===== src/rtl/osc_step_sequencer_pkg.sv =====
// osc_step_sequencer_pkg: shared FSM states, default widths and step record
package osc_step_sequencer_pkg;
    localparam int PHASESIZE_DEF = 16;
    localparam int DURSIZE_DEF   = 16;
    typedef enum logic [1:0] {S_IDLE, S_PLAY, S_GAP} state_t;
    typedef struct packed {
        logic [PHASESIZE_DEF-1:0] freq;
        logic [DURSIZE_DEF-1:0]   dur;
    } step_t;
endpackage


===== src/rtl/seq_step_ram.sv =====
// seq_step_ram: step table with one write port and two asynchronous read ports
module seq_step_ram #(
    parameter int DEPTH = 8,
    parameter int WIDTH = 32
) (
    input  logic                     clk,
    input  logic                     i_wr_en,
    input  logic [$clog2(DEPTH)-1:0] i_wr_addr,
    input  logic [WIDTH-1:0]         i_wr_data,
    input  logic [$clog2(DEPTH)-1:0] i_ra_addr,
    output logic [WIDTH-1:0]         o_ra_data,
    input  logic [$clog2(DEPTH)-1:0] i_rb_addr,
    output logic [WIDTH-1:0]         o_rb_data
);
    logic [WIDTH-1:0] r_mem [DEPTH];
    // table contents survive reset; only the write strobe changes them
    always_ff @(posedge clk) begin
        if (i_wr_en) r_mem[i_wr_addr] <= i_wr_data;
    end
    assign o_ra_data = r_mem[i_ra_addr];
    assign o_rb_data = r_mem[i_rb_addr];
endmodule


===== src/rtl/osc_step_sequencer.sv =====
// osc_step_sequencer: plays a table of freq/duration steps into one oscillator
module osc_step_sequencer
    import osc_step_sequencer_pkg::*;
#(
    parameter int PHASESIZE = PHASESIZE_DEF,
    parameter int DURSIZE   = DURSIZE_DEF,
    parameter int STEPS     = 8,
    parameter int GAP       = 64
) (
    input  logic                     lrclk,
    input  logic                     resetn,
    input  logic                     start,
    input  logic                     stop,
    input  logic                     loop,
    input  logic                     wr_en,
    input  logic [$clog2(STEPS)-1:0] wr_addr,
    input  logic [PHASESIZE-1:0]     wr_freq,
    input  logic [DURSIZE-1:0]       wr_dur,
    output logic [PHASESIZE-1:0]     freq,
    output logic                     enable,
    output logic [$clog2(STEPS)-1:0] step,
    output logic                     busy,
    output logic                     done
);
    localparam int AW = $clog2(STEPS);
    localparam int DW = PHASESIZE + DURSIZE;
    localparam bit HAS_GAP = GAP > 0;
    localparam logic [DURSIZE-1:0] GAP_LAST = DURSIZE'(GAP - 1);

    state_t               r_state, w_state;
    logic [AW-1:0]        r_step, w_step, w_next;
    logic [PHASESIZE-1:0] r_freq, w_freq, w_a_freq, w_b_freq;
    logic [DURSIZE-1:0]   r_dur, w_dur, r_cnt, w_cnt, w_a_dur, w_b_dur;
    logic                 r_enable, w_enable, r_busy, w_busy, r_done, w_done;
    logic                 w_go, w_to0, w_idle, w_end, w_wrap, w_play_end;
    logic [DW-1:0]        w_a_data, w_b_data;

    // port A looks at the following step, port B always at step 0
    seq_step_ram #(.DEPTH(STEPS), .WIDTH(DW)) u_ram (
        .clk       (lrclk),
        .i_wr_en   (wr_en),
        .i_wr_addr (wr_addr),
        .i_wr_data ({wr_freq, wr_dur}),
        .i_ra_addr (w_next),
        .o_ra_data (w_a_data),
        .i_rb_addr ('0),
        .o_rb_data (w_b_data)
    );

    assign w_next     = r_step + 1'b1;
    assign w_a_freq   = w_a_data[DW-1:DURSIZE];
    assign w_a_dur    = w_a_data[DURSIZE-1:0];
    assign w_b_freq   = w_b_data[DW-1:DURSIZE];
    assign w_b_dur    = w_b_data[DURSIZE-1:0];
    assign w_end      = r_step == AW'(STEPS - 1) || w_a_dur == '0;
    assign w_wrap     = loop && w_b_dur != '0;
    assign w_play_end = r_state == S_PLAY && r_cnt == r_dur - 1'b1;

    // next-state and next-output decode; stop overrides every transition
    always_comb begin
        w_state  = r_state;
        w_step   = r_step;
        w_freq   = r_freq;
        w_dur    = r_dur;
        w_cnt    = r_cnt + 1'b1;
        w_enable = r_enable;
        w_busy   = r_busy;
        w_done   = 1'b0;
        w_go     = 1'b0;
        w_to0    = 1'b0;
        w_idle   = 1'b0;
        if (r_state == S_IDLE) begin
            w_cnt  = '0;
            w_go   = start && w_b_dur != '0;
            w_to0  = 1'b1;
            w_done = start && w_b_dur == '0;
        end else if (w_play_end && HAS_GAP) begin
            w_state  = S_GAP;
            w_enable = 1'b0;
            w_cnt    = '0;
        end else if (w_play_end || (r_state == S_GAP && r_cnt == GAP_LAST)) begin
            w_go   = !w_end || w_wrap;
            w_to0  = w_end;
            w_idle = w_end && !w_wrap;
            w_done = w_end && !w_wrap;
        end
        if (w_go) begin
            w_state  = S_PLAY;
            w_step   = w_to0 ? '0 : w_next;
            w_freq   = w_to0 ? w_b_freq : w_a_freq;
            w_dur    = w_to0 ? w_b_dur : w_a_dur;
            w_cnt    = '0;
            w_enable = 1'b1;
            w_busy   = 1'b1;
        end
        if (w_idle || stop) begin
            w_state  = S_IDLE;
            w_step   = '0;
            w_freq   = '0;
            w_cnt    = '0;
            w_enable = 1'b0;
            w_busy   = 1'b0;
            w_done   = w_done && !stop;
        end
    end

    // state and output registers, cleared asynchronously
    always_ff @(posedge lrclk or negedge resetn) begin
        if (!resetn) begin
            r_state  <= S_IDLE;
            r_step   <= '0;
            r_freq   <= '0;
            r_dur    <= '0;
            r_cnt    <= '0;
            r_enable <= 1'b0;
            r_busy   <= 1'b0;
            r_done   <= 1'b0;
        end else begin
            r_state  <= w_state;
            r_step   <= w_step;
            r_freq   <= w_freq;
            r_dur    <= w_dur;
            r_cnt    <= w_cnt;
            r_enable <= w_enable;
            r_busy   <= w_busy;
            r_done   <= w_done;
        end
    end

    assign freq   = r_freq;
    assign enable = r_enable;
    assign step   = r_step;
    assign busy   = r_busy;
    assign done   = r_done;
endmodule

===== config.mk =====
export PLATFORM = sky130hd
export DESIGN_NAME = osc_step_sequencer
export DESIGN_NICKNAME = d
export VERILOG_FILES = /design/src/rtl/osc_step_sequencer_pkg.sv /design/src/rtl/seq_step_ram.sv /design/src/rtl/osc_step_sequencer.sv
export SDC_FILE = /design/constraint.sdc
export NUM_CORES = 1
export LEC_CHECK = 0
export ABC_AREA = 1
export ABC_CLOCK_PERIOD_IN_PS = 3400
export CORE_MARGIN = 3
export CORE_UTILIZATION = 45
export DETAILED_ROUTE_END_ITERATION = 16
export PLACE_DENSITY_LB_ADDON = 0.25
export REMOVE_ABC_BUFFERS = 1
export SLEW_MARGIN = 10
export SYNTH_ARGS = -nofsm -noshare
export SYNTH_HDL_FRONTEND = slang
export SYNTH_SLANG_ARGS = --single-unit
export TNS_END_PERCENT = 10

===== constraint.sdc =====
create_clock -name lrclk -period 3.4 [get_ports lrclk]
set_clock_uncertainty 0.1 [all_clocks]
set_input_delay 1.02 -clock lrclk [delete_from_list [all_inputs] [get_ports lrclk]]
set_output_delay 1.02 -clock lrclk [all_outputs]
set_load 0.02 [all_outputs]

==> results of run 1 <==
cell usage after synthesis (2+ instances only):
library cell  instances  area [µm²]
buf_2                21         105
nand3_1             111         556
o21ai_0              64         320
nor2_1              110         413
nand4_1              11        68.8
dfrtp_1              55        1380
nor4_1                6        37.5
clkbuf_1             37         139
a32o_1               16         160
nand2_1             421        1580
a21oi_1              18        90.1
o22ai_1              16         100
nand2_2               3        18.8
nor3_1                6        30.0
xnor2_1              13         114
nand3b_1             11        82.6
buf_1                 4        15.0
ha_1                  4        50.1
buf_4                 6        45.0
nor2_2               10        62.6
edfxtp_1            256        7690
xor2_1               23         201
o21ai_1               5        25.0
inv_2                 2        7.51
inv_1               111         417
logic make-up (layout without fill, tap and decap cells):
kind of cell               Yosys count  in the layout  share of synthesized area (%)
xor gates and xnor gates            36             36                           2.29
buffers and inverters              182            269                           5.38
and+or+nand+nor                    693            693                           20.9
DFF                                311            311                           65.9
adders and majority gates            4              4                          0.364
AOI/OAI and AO/OA                  120            120                           5.11
through the flow:
stage / hold slack, ps / area, µm²
2_1_floorplan: 372 / 13400
3_3_place_gp: 371 / 15000
3_5_place_dp: 370 / 15000
4_1_cts: 366 / 16000
5_1_grt: 384 / 16000
6_report: 359 / 16000
how the worst max path moves through the flow:
stage | cells after the start | slack [ps] | end | startpoint
2_1_floorplan | 17 | -3100 | r_cnt[0] | step[0]
6_report | 2 | 140 | step[0] | step[0]
4_1_cts | 2 | 120 | step[0] | step[0]
3_5_place_dp | 17 | 280 | r_cnt[4] | step[0]
3_3_place_gp | 18 | 340 | r_state[1] | step[0]
5_1_grt | 19 | 30 | freq[9] | step[0]
worst max-delay path: stages (launching register included):
cell and delay [ps]:
dfrtp_4 440, buf_4 460, clkdlybuf4s50_1 720
registers in the layout (all words and copies together), names as in the netlist:
signal       cells
busy             1
done             1
freq            16
r_cnt           16
r_dur           16
r_state          2
step             3
u_ram.r_mem    256
layer usage:
layer	global-route usage (%)	vias up	part of all wire, %	wire length (µm)
met1	27.4	4590	46	14700
met2	31.6	302	46	14800
li1	-	4634	-	-
met4	5.43	0	2.0	655
met3	2.76	52	5.6	1790
met5	0	-	0	0
layout make-up:
class                      count  area (µm²)  area share (%)
clock buffer                  46         916            5.72
tap                          390         488            3.05
clock inverter                15        83.8           0.524
multi-input combinational    853        4010            25.1
sequential                   311        9070            56.6
inverter                     113         428            2.67
timing repair buffer          95        1020            6.35
power groups by stage:
stage	combinational, mW	clock, mW	sequential (mW)
floorplan	0.433	0	4.45
global placement	0.779	0	4.44
detailed placement	0.791	0	4.44
CTS	0.794	3.37	4.37
global route	0.894	3.53	4.38
finish	0.794	3.30	4.37
==> summary.md, run 1 <==
| Metric | Value |
|---|---|
| Largest net degree at the start of global routing | `74` |
| Reg2reg start | `step[0]` |
| Hold-fix buffers, CTS | `0` |
| Netlist area before placement | `13,800 µm²` |
| Most frequent cells in the layout | `nand2_1 (421), edfxtp_1 (256), inv_1 (111), nand3_1 (111), nor2_1 (102)` |
| Final core utilization | `53.6%` |
| Yosys Warn Count | `0` |
| Remaining DRCs | `0` |
| Clk root buf | `clkbuf_16` |
| Die width | `about 180 µm` |
| Comb pwr share | `a little under a tenth` |
| NetSw | `1.99 mW` |
| Starting Density | `a little under half` |
| Crit Path Max Fanout | `46` |
| Reg2Reg Depth | `19` |
| Sw Ratio | `between 20% and 30%` |
| Area delta synth->final | `16.4%` |
| Tot Pwr | `approximately 8.5 mW` |
| Syn Area/Cell | `10.2 µm²` |
| Site Rows | `63` |
| Post-synth EDFFs | `256` |
| Clock network latency to the later pin of the worst-skew pair | `510 ps` |
| Drt pass-1 iters | `5` |
| Antenna fix cells | `0` |
| Sequential area share after synthesis | `65.9%` |
| Filler Cell Count | `2,491` |
| WL final | `roughly 32 mm` |
| Vias in the first global route | `9,476` |
| Num CTS Buffers | `34` |
| Status | `finished, final reports clean` |
| Via-per-instance ratio | `5.25` |
| Die ar. | `32,700 µm²` |
| Avg WL per Cell | `17.5 µm` |
| Initial antenna violation count | `0` |
| Final slew viol count | `0` |
| Setup WS pre-CTS | `276 ps` |
| ANT nets after route | `0` |
| Num ports | `63` |
| Clock tree buffer depth | `3` |
| Most common cell after layout, fill and taps aside | `nand2_1` |
| Pwr dens | `529 nW/µm²` |
| Die Y | `181 µm` |
| Worst endpoint data arrival time | `2140 ps` |
| Max Fclk | `306 MHz` |
| Synth unique cells | `31` |
| Minimum clock period | `between 3000 and 4000 ps` |
| R2r endpoint | `freq[6]` |
| Critical path class | `flop to output port` |
| Cells after synthesis | `1,346` |
| Post-DP HPWL | `18.9 mm` |
| FFs w/ async S/R, synth | `17.7%` |
| Hold crit path type | `input port to async pin` |
| Critical Path Source Type | `flop` |
| Worst-path clk slew | `roughly 60 ps` |
| # port buffers | `62` |
| Finished Layout Cells | `1,823` |
| Setup violations, final | `0` |
| Post-CTS Setup Bufs | `0` |
| Placed cells | `1,762` |
| Grt ovf | `0` |
| CTS tree | `yes` |
| RSZ-0062 raised after global routing | `false` |
| Tot GR Track Use | `19.4%` |
| First-pass GRT wire length | `51.1 mm` |
| Routability cong. | `0.891` |
| Period utilization | `96.0%` |
| Reg2reg setup slack | `300 ps` |
| CP Capture Type | `output port` |
| Slew HR | `54.0%` |
| Proportion of layout cells with a drive suffix above 1 | `7.26%` |
| CTS-repair resized insts | `0` |
| Core box area | `29,900 µm²` |
| Final hold violation count | `0` |
| Final WS setup | `136 ps` |
| DRT iter0 DRCs | `848` |
| Pint | `6.47 mW` |
| CTS sink count | `311` |
| Post-synth top flop | `edfxtp_1` |
| Seq cells post-synth | `311` |
| Leakage power | `6.52 nW` |
| Worst Path Required | `approximately 2300 ps` |
| Nets | `1,453` |
| Flop pwr share | `51.6%` |
| Via count | `9,578` |
| CTS H-tree depth | `2` |
| Setup_tns | `0 ps` |
| Max Cap Violations | `0` |
| Max VDD drop | `0.400 mV` |
| Worst-margin pin slew | `690 ps` |
| Clock power share | `slightly below 40%` |
Note: power is estimated with default switching activity, not from simulation.
==> run 2: changes to the inputs <==
--- a/config.mk
+++ b/config.mk
@@ -11,6 +11,7 @@
 export CORE_UTILIZATION = 45
 export DETAILED_ROUTE_END_ITERATION = 16
 export PLACE_DENSITY_LB_ADDON = 0.25
+export RECOVER_POWER = 25
 export REMOVE_ABC_BUFFERS = 1
 export SLEW_MARGIN = 10
 export SYNTH_ARGS = -nofsm -noshare
==> run 2 against run 1 <==
Effect of this change: clock-buffer cell count unchanged; first-iteration DRC count down 0.94%; cell count unchanged; clock power about the same; core utilization about the same; sequential cell count unchanged; die area unchanged; sequential power about the same; power about the same; design area about the same; sequential share of layout area about the same.
==> summary.md, run 2 (synthesized netlist as in run 1, its figures left out) <==
| Metric | Value |
|---|---|
| Status | `finished, final reports clean` |
| Minimum clock period | `3260 ps (-0.876 ps)` |
| Initial antenna violation count | `0 (unchanged)` |
| Area delta synth->final | `16.4% (about the same)` |
| Highest-delay cell along the critical path | `clkdlybuf4s50_1` |
| Max FFs per register | `256 (unchanged)` |
| CP Capture Type | `output port` |
| Pwr dens | `529 nW/µm² (about the same)` |
| Worst-margin pin slew | `1080 ps (+386 ps)` |
| Max Cap Violations | `0 (unchanged)` |
| Sequential standard cell area | `9070 µm² (unchanged)` |
| DRT iter0 DRCs | `840 (-0.94%)` |
| Setup violations, final | `0 (unchanged)` |
| Placed cells | `1,762 (unchanged)` |
| Largest Register | `u_ram.r_mem` |
| Die ar. | `32,700 µm² (unchanged)` |
| Hold crit path type | `flop to flop` |
| Max Fclk | `306 MHz (about the same)` |
| Starting Density | `46.0% (unchanged)` |
| Slew HR | `28.3% (-26 points)` |
| Die Y | `181 µm (unchanged)` |
| Num CTS Buffers | `34 (unchanged)` |
| Drt pass-1 iters | `5 (unchanged)` |
| First-pass GRT wire length | `51.1 mm (unchanged)` |
| DR WL met2 | `14.8 mm (-0.18%)` |
| Num ports | `63 (unchanged)` |
| Via-per-instance ratio | `5.25 (about the same)` |
| Period utilization | `96.0% (about the same)` |
| Tot GR Track Use | `19.4% (unchanged)` |
| Finished Layout Cells | `1,823 (unchanged)` |
| Remaining DRCs | `0 (unchanged)` |
| Setup_tns | `0 ps (unchanged)` |
| Leakage power | `6.52 nW (about the same)` |
| Post-CTS Setup Bufs | `0 (unchanged)` |
| Final slew viol count | `0 (unchanged)` |
| ANT nets after route | `0 (unchanged)` |
| WL final | `32.0 mm (-0.10%)` |
| Site Rows | `63 (unchanged)` |
| Via count | `9,573 (-0.052%)` |
| Post-DP HPWL | `18.9 mm (unchanged)` |
| Most frequent cells in the layout | `nand2_1 (421), edfxtp_1 (256), inv_1 (111), nand3_1 (111), nor2_1 (102)` |
| Antenna fix cells | `0 (unchanged)` |
| Nets | `1,453 (unchanged)` |
| Hold-fix buffers, CTS | `0 (unchanged)` |
| CP Cell Sequence | `buf_4 -> clkdlybuf4s50_1` |
| Top layer in use | `met4` |
| Most common cell after layout, fill and taps aside | `nand2_1` |
| Avg WL per Cell | `17.5 µm (-0.10%)` |
| # port buffers | `62 (unchanged)` |
| Max VDD drop | `0.398 mV (-0.42%)` |
| Footprint of the multi-input gates | `4010 µm² (unchanged)` |
| CTS tree | `yes` |
| Crit Path Max Fanout | `46 (unchanged)` |
| RSZ-0062 raised after global routing | `false` |
| Final hold violation count | `0 (unchanged)` |
| Routed met3 length | `1.81 mm (+1.1%)` |
| CTS H-tree depth | `2 (unchanged)` |
| Die width | `181 µm (unchanged)` |
| Worst Path Required | `2280 ps (about the same)` |
| Critical path class | `flop to output port` |
| Filler Cell Count | `2,490 (-0.040%)` |
| Clk root buf | `clkbuf_16` |
| CTS sink count | `311 (unchanged)` |
| Worst endpoint data arrival time | `2140 ps (about the same)` |
| Clock tree buffer depth | `3 (unchanged)` |
| Proportion of layout cells with a drive suffix above 1 | `7.19% (-0.070 points)` |
| Worst-path clk slew | `50 ps (about the same)` |
| Routability cong. | `0.891 (unchanged)` |
| Worst path max stage delay | `720 ps (about the same)` |
| Vias in the first global route | `9,476 (unchanged)` |
| Largest net degree at the start of global routing | `74 (unchanged)` |
| Core box area | `29,900 µm² (unchanged)` |
| Critical Path Source Type | `flop` |
| Met1 wire length | `14.7 mm (-0.17%)` |
| Clock network latency to the later pin of the worst-skew pair | `510 ps (about the same)` |
| Grt ovf | `0 (unchanged)` |
## run 2: layout make-up
type	instances	share of cell area, %
repair buffers	95	6.35
multi-input cells	853	25.1
flip-flops and latches	311	56.6
clock inverters	15	0.524
well taps	390	3.05
clock buffers	46	5.72
inverters	113	2.67
## run 2: power by group
group	total [mW]	internal, mW	switching [mW]
clock	3.31	1.90	1.41
sequential	4.37	4.29	0.0825
combinational	0.790	0.287	0.503
total	8.46	6.47	2.00
## run 2: worst paths after layout
check / cells past startpoint / startpoint / slack, ps / to
max in group asynchronous: 2 / resetn / 1440 / step[0]
worst min-delay path: 2 / freq[11] / 380 / freq[11]
worst min register to register: 2 / freq[11] / 380 / freq[11]
min in group asynchronous: 1 / resetn / 590 / r_cnt[13]
worst max-delay path: 2 / step[0] / 140 / step[0]
worst max register to register: 17 / step[0] / 300 / r_cnt[4]
## run 2: worst max-delay path: cells and delay by family (launching register included)
kind / cells / cell delay, ps
flip-flops: 1 / 440
buffers and inverters: 2 / 1180
## run 2: what timing repair did
item | 4_1_cts | 5_1_grt
resized for setup | 0 | 3
endpoints found under the setup margin | 0 | 34
endpoints found under the hold margin | 0 | 0
## run 2: routing by layer
| metal | vias up | track usage, % |
|---|---|---|
| met1 | 4589 | 27.4 |
| met5 | - | 0 |
| met3 | 52 | 2.76 |
| li1 | 4634 | - |
| met2 | 298 | 31.6 |
| met4 | 0 | 5.43 |
## run 2: metrics by stage
step | power, mW | hold WS [ps] | worst slack, ps | util [%] | cell area [µm²]
after floorplan | 4.89 | 372 | -3100 | - | 13400
after global placement | 5.22 | 371 | 337 | 50.2 | 15000
after detailed placement | 5.23 | 370 | 276 | 50.2 | 15000
after CTS | 8.53 | 366 | 122 | 53.6 | 16000
after global routing | 8.80 | 414 | 33.1 | 53.6 | 16000
final | 8.46 | 383 | 137 | 53.6 | 16000
==> run 3: changes to the inputs <==
--- a/config.mk
+++ b/config.mk
@@ -7,7 +7,7 @@
 export LEC_CHECK = 0
 export ABC_AREA = 1
 export ABC_CLOCK_PERIOD_IN_PS = 3400
-export CORE_MARGIN = 3
+export CORE_MARGIN = 5
 export CORE_UTILIZATION = 45
 export DETAILED_ROUTE_END_ITERATION = 16
 export PLACE_DENSITY_LB_ADDON = 0.25
==> run 3 against run 2 <==
Effect of this change: cell count is 0.55% higher; combinational power hardly changed; maximum frequency is 0.95% higher; die area is 4.5% higher; via count is 0.98% lower; clock power is 10% higher; first-iteration DRC count is 18% lower; sequential share of layout area is 0.47 points lower; worst setup slack better by 31 ps; critical path type unchanged.
==> summary.md, run 3 (synthesized netlist as in run 1, its figures left out) <==
| Metric | Value |
|---|---|
| NetSw | `2.09 mW (+4.5%)` |
| # port buffers | `62 (unchanged)` |
| Leakage power | `6.57 nW (+0.76%)` |
| Area delta synth->final | `17.4%` |
| Max Cap Violations | `0 (unchanged)` |
| Clk root buf | `clkbuf_16` |
| CP Depth | `2 (unchanged)` |
| Flop pwr share | `49.6% (-2.0 points)` |
| Core box area | `30,300 µm² (+1.6%)` |
| Setup violations, final | `0 (unchanged)` |
| Final hold violation count | `0 (unchanged)` |
| Sw Ratio | `23.7% (+0.10 points)` |
| Final slew viol count | `0 (unchanged)` |
| Comb pwr share | `9.0% (-0.3 points)` |
| RSZ-0062 raised after global routing | `false` |
| Slew HR | `29.4% (+1.1 points)` |
| CTS tree | `yes` |
| Grt ovf | `0 (unchanged)` |
| Num ports | `63 (unchanged)` |
| Largest net degree at the start of global routing | `140 (+89%)` |
| Status | `finished, final reports clean` |
| Crit Path Max Fanout | `139 (+200%)` |
| Sequential standard cell area | `9070 µm² (unchanged)` |
| Drt pass-1 iters | `5 (unchanged)` |
| Worst path max stage delay | `720 ps (about the same)` |
| Largest Register | `u_ram.r_mem` |
| Number of buffers and inverters on the critical path | `2 (unchanged)` |
| Period utilization | `95.1% (-0.90 points)` |
| Reg2Reg Depth | `18 (+1)` |
| Die width | `185 µm (+2.2%)` |
| Critical Path Source Type | `flop` |
| Hold-fix buffers, CTS | `0 (unchanged)` |
| CP delay by family, top | `buffers and inverters` |
| Footprint of the multi-input gates | `4010 µm² (unchanged)` |
| Worst endpoint data arrival time | `2110 ps (-30 ps)` |
| Minimum clock period | `3230 ps (-30.6 ps)` |
| Worst-path clk slew | `60 ps (about the same)` |
| Post-CTS Setup Bufs | `0 (unchanged)` |
| Post-DP HPWL | `19.4 mm (+2.7%)` |
| Most frequent cells in the layout | `nand2_1 (421), edfxtp_1 (256), inv_1 (111), nand3_1 (111), nor2_1 (102)` |
| Proportion of layout cells with a drive suffix above 1 | `7.73% (+0.54 points)` |
| Routability cong. | `0.834 (-6.5%)` |
| First-pass GRT wire length | `51.0 mm (-0.22%)` |
| Reg2reg setup slack | `350 ps (+50 ps)` |
| Tot GR Track Use | `18.8% (-0.64 points)` |
| Via count | `9,479 (-0.98%)` |
| Clock power share | `41.5% (+2.4 points)` |
| Clock tree buffer depth | `3 (unchanged)` |
| CTS sink count | `311 (unchanged)` |
| ANT nets after route | `0 (unchanged)` |
| R2r endpoint | `r_dur[5]` |
| CP Capture Type | `output port` |
| Worst-margin pin slew | `1060 ps (-16.4 ps)` |
| Clock network latency to the later pin of the worst-skew pair | `520 ps (about the same)` |
| WL final | `31.9 mm (-0.27%)` |
| Filler Cell Count | `2,618 (+5.1%)` |
| Starting Density | `45.3% (-0.72 points)` |
| Worst Path Required | `2280 ps (about the same)` |
| Pint | `6.72 mW (+3.9%)` |
| Nets | `1,455 (+0.14%)` |
| Max FFs per register | `256 (unchanged)` |
| CP Cell Sequence | `buf_12 -> clkdlybuf4s50_1` |
| DRT iter0 DRCs | `691 (-18%)` |
| CTS H-tree depth | `2 (unchanged)` |
| Critical path class | `flop to output port` |
| Final core utilization | `53.2% (-0.39 points)` |
| Site Rows | `64 (+1.6%)` |
| Vias in the first global route | `9,431 (-0.47%)` |
| Max VDD drop | `0.344 mV (-14%)` |
| Hold crit path type | `input port to async pin` |
| Highest-delay cell along the critical path | `clkdlybuf4s50_1` |
| Die ar. | `34,200 µm² (+4.5%)` |
| Num CTS Buffers | `35 (+2.9%)` |
| Avg WL per Cell | `17.4 µm (-0.82%)` |
| Pwr dens | `545 nW/µm² (+3.1%)` |
| Initial antenna violation count | `1 (+1)` |
| CP endpoint | `step[0]` |
| Reg2reg start | `step[0]` |
| Via-per-instance ratio | `5.17 (-1.5%)` |
| Most common cell after layout, fill and taps aside | `nand2_1` |
| Max Fclk | `309 MHz (+0.95%)` |
| Worst hold slack | `213 ps (-171 ps)` |
| Die Y | `185 µm (+2.2%)` |
| Remaining DRCs | `0 (unchanged)` |
| CP Launch Point | `step[0]` |
run 3: routing by layer:
layer  GRT usage [%]  wire [µm]
met5               0          0
met4            4.52        542
met1            26.2      14200
met2            30.9      15300
met3            3.32       1810
run 3: worst min path at each step:
stage | end | from | slack, ps
2_1_floorplan | r_cnt[0] | r_cnt[0] | 370
3_3_place_gp | freq[8] | freq[8] | 370
3_5_place_dp | freq[14] | freq[14] | 360
4_1_cts | r_cnt[2] | resetn | 190
5_1_grt | r_cnt[2] | resetn | 210
6_report | r_cnt[2] | resetn | 210
run 3: power groups by stage:
stage	combinational, mW	sequential (mW)	clock [mW]
floorplan	0.433	4.45	0
global placement	0.784	4.44	0
detailed placement	0.797	4.44	0
CTS	0.802	4.36	3.72
global route	0.886	4.38	3.91
finish	0.788	4.36	3.65
run 3: metrics by stage:
stage | std cells | worst slack (ps) | TNS, ps | cell area, µm² | power (mW)
global route | 1833 | 51.4 | 0 | 16100 | 9.17
detailed placement | 1769 | 216 | 0 | 15000 | 5.24
finish | 1833 | 167 | 0 | 16100 | 8.80
CTS | 1832 | 82.7 | 0 | 16100 | 8.89
global placement | 1769 | 270 | 0 | 15000 | 5.22
floorplan | 1277 | -3100 | -160370 | 13400 | 4.89
run 3: final cells by class:
cell class                      instances  share of cell area (%)
Sequential cell                       311                    56.2
Clock buffer                           47                    5.89
Antenna cell                            1                  0.0155
Timing Repair Buffer                   96                    6.30
Clock inverter                         16                    1.07
Multi-Input combinational cell        853                    24.8
Inverter                              113                    2.65
Tap cell                              396                    3.07
run 3: worst register-to-register path, cell delays in order (launching register included):
cell     delay (ps)
dfrtp_4         500
ha_2            380
buf_6           340
nor2_1          130
nand2_1          70
nand2_1          50
nand2_1          70
nand2_1          50
nor2_1          130
nand2_1          70
nor2_1          100
nand2_1          80
nand2_1         100
nand2_1         100
nand2_2          90
buf_12          230
nand2_1         110
nand3_1         130
o21ai_0          90
run 3: what timing repair did:
item | 4_1_cts | 5_1_grt
endpoints found under the setup margin | 0 | 22
gates resized for setup | 0 | 3
endpoints found under the hold margin | 0 | 0
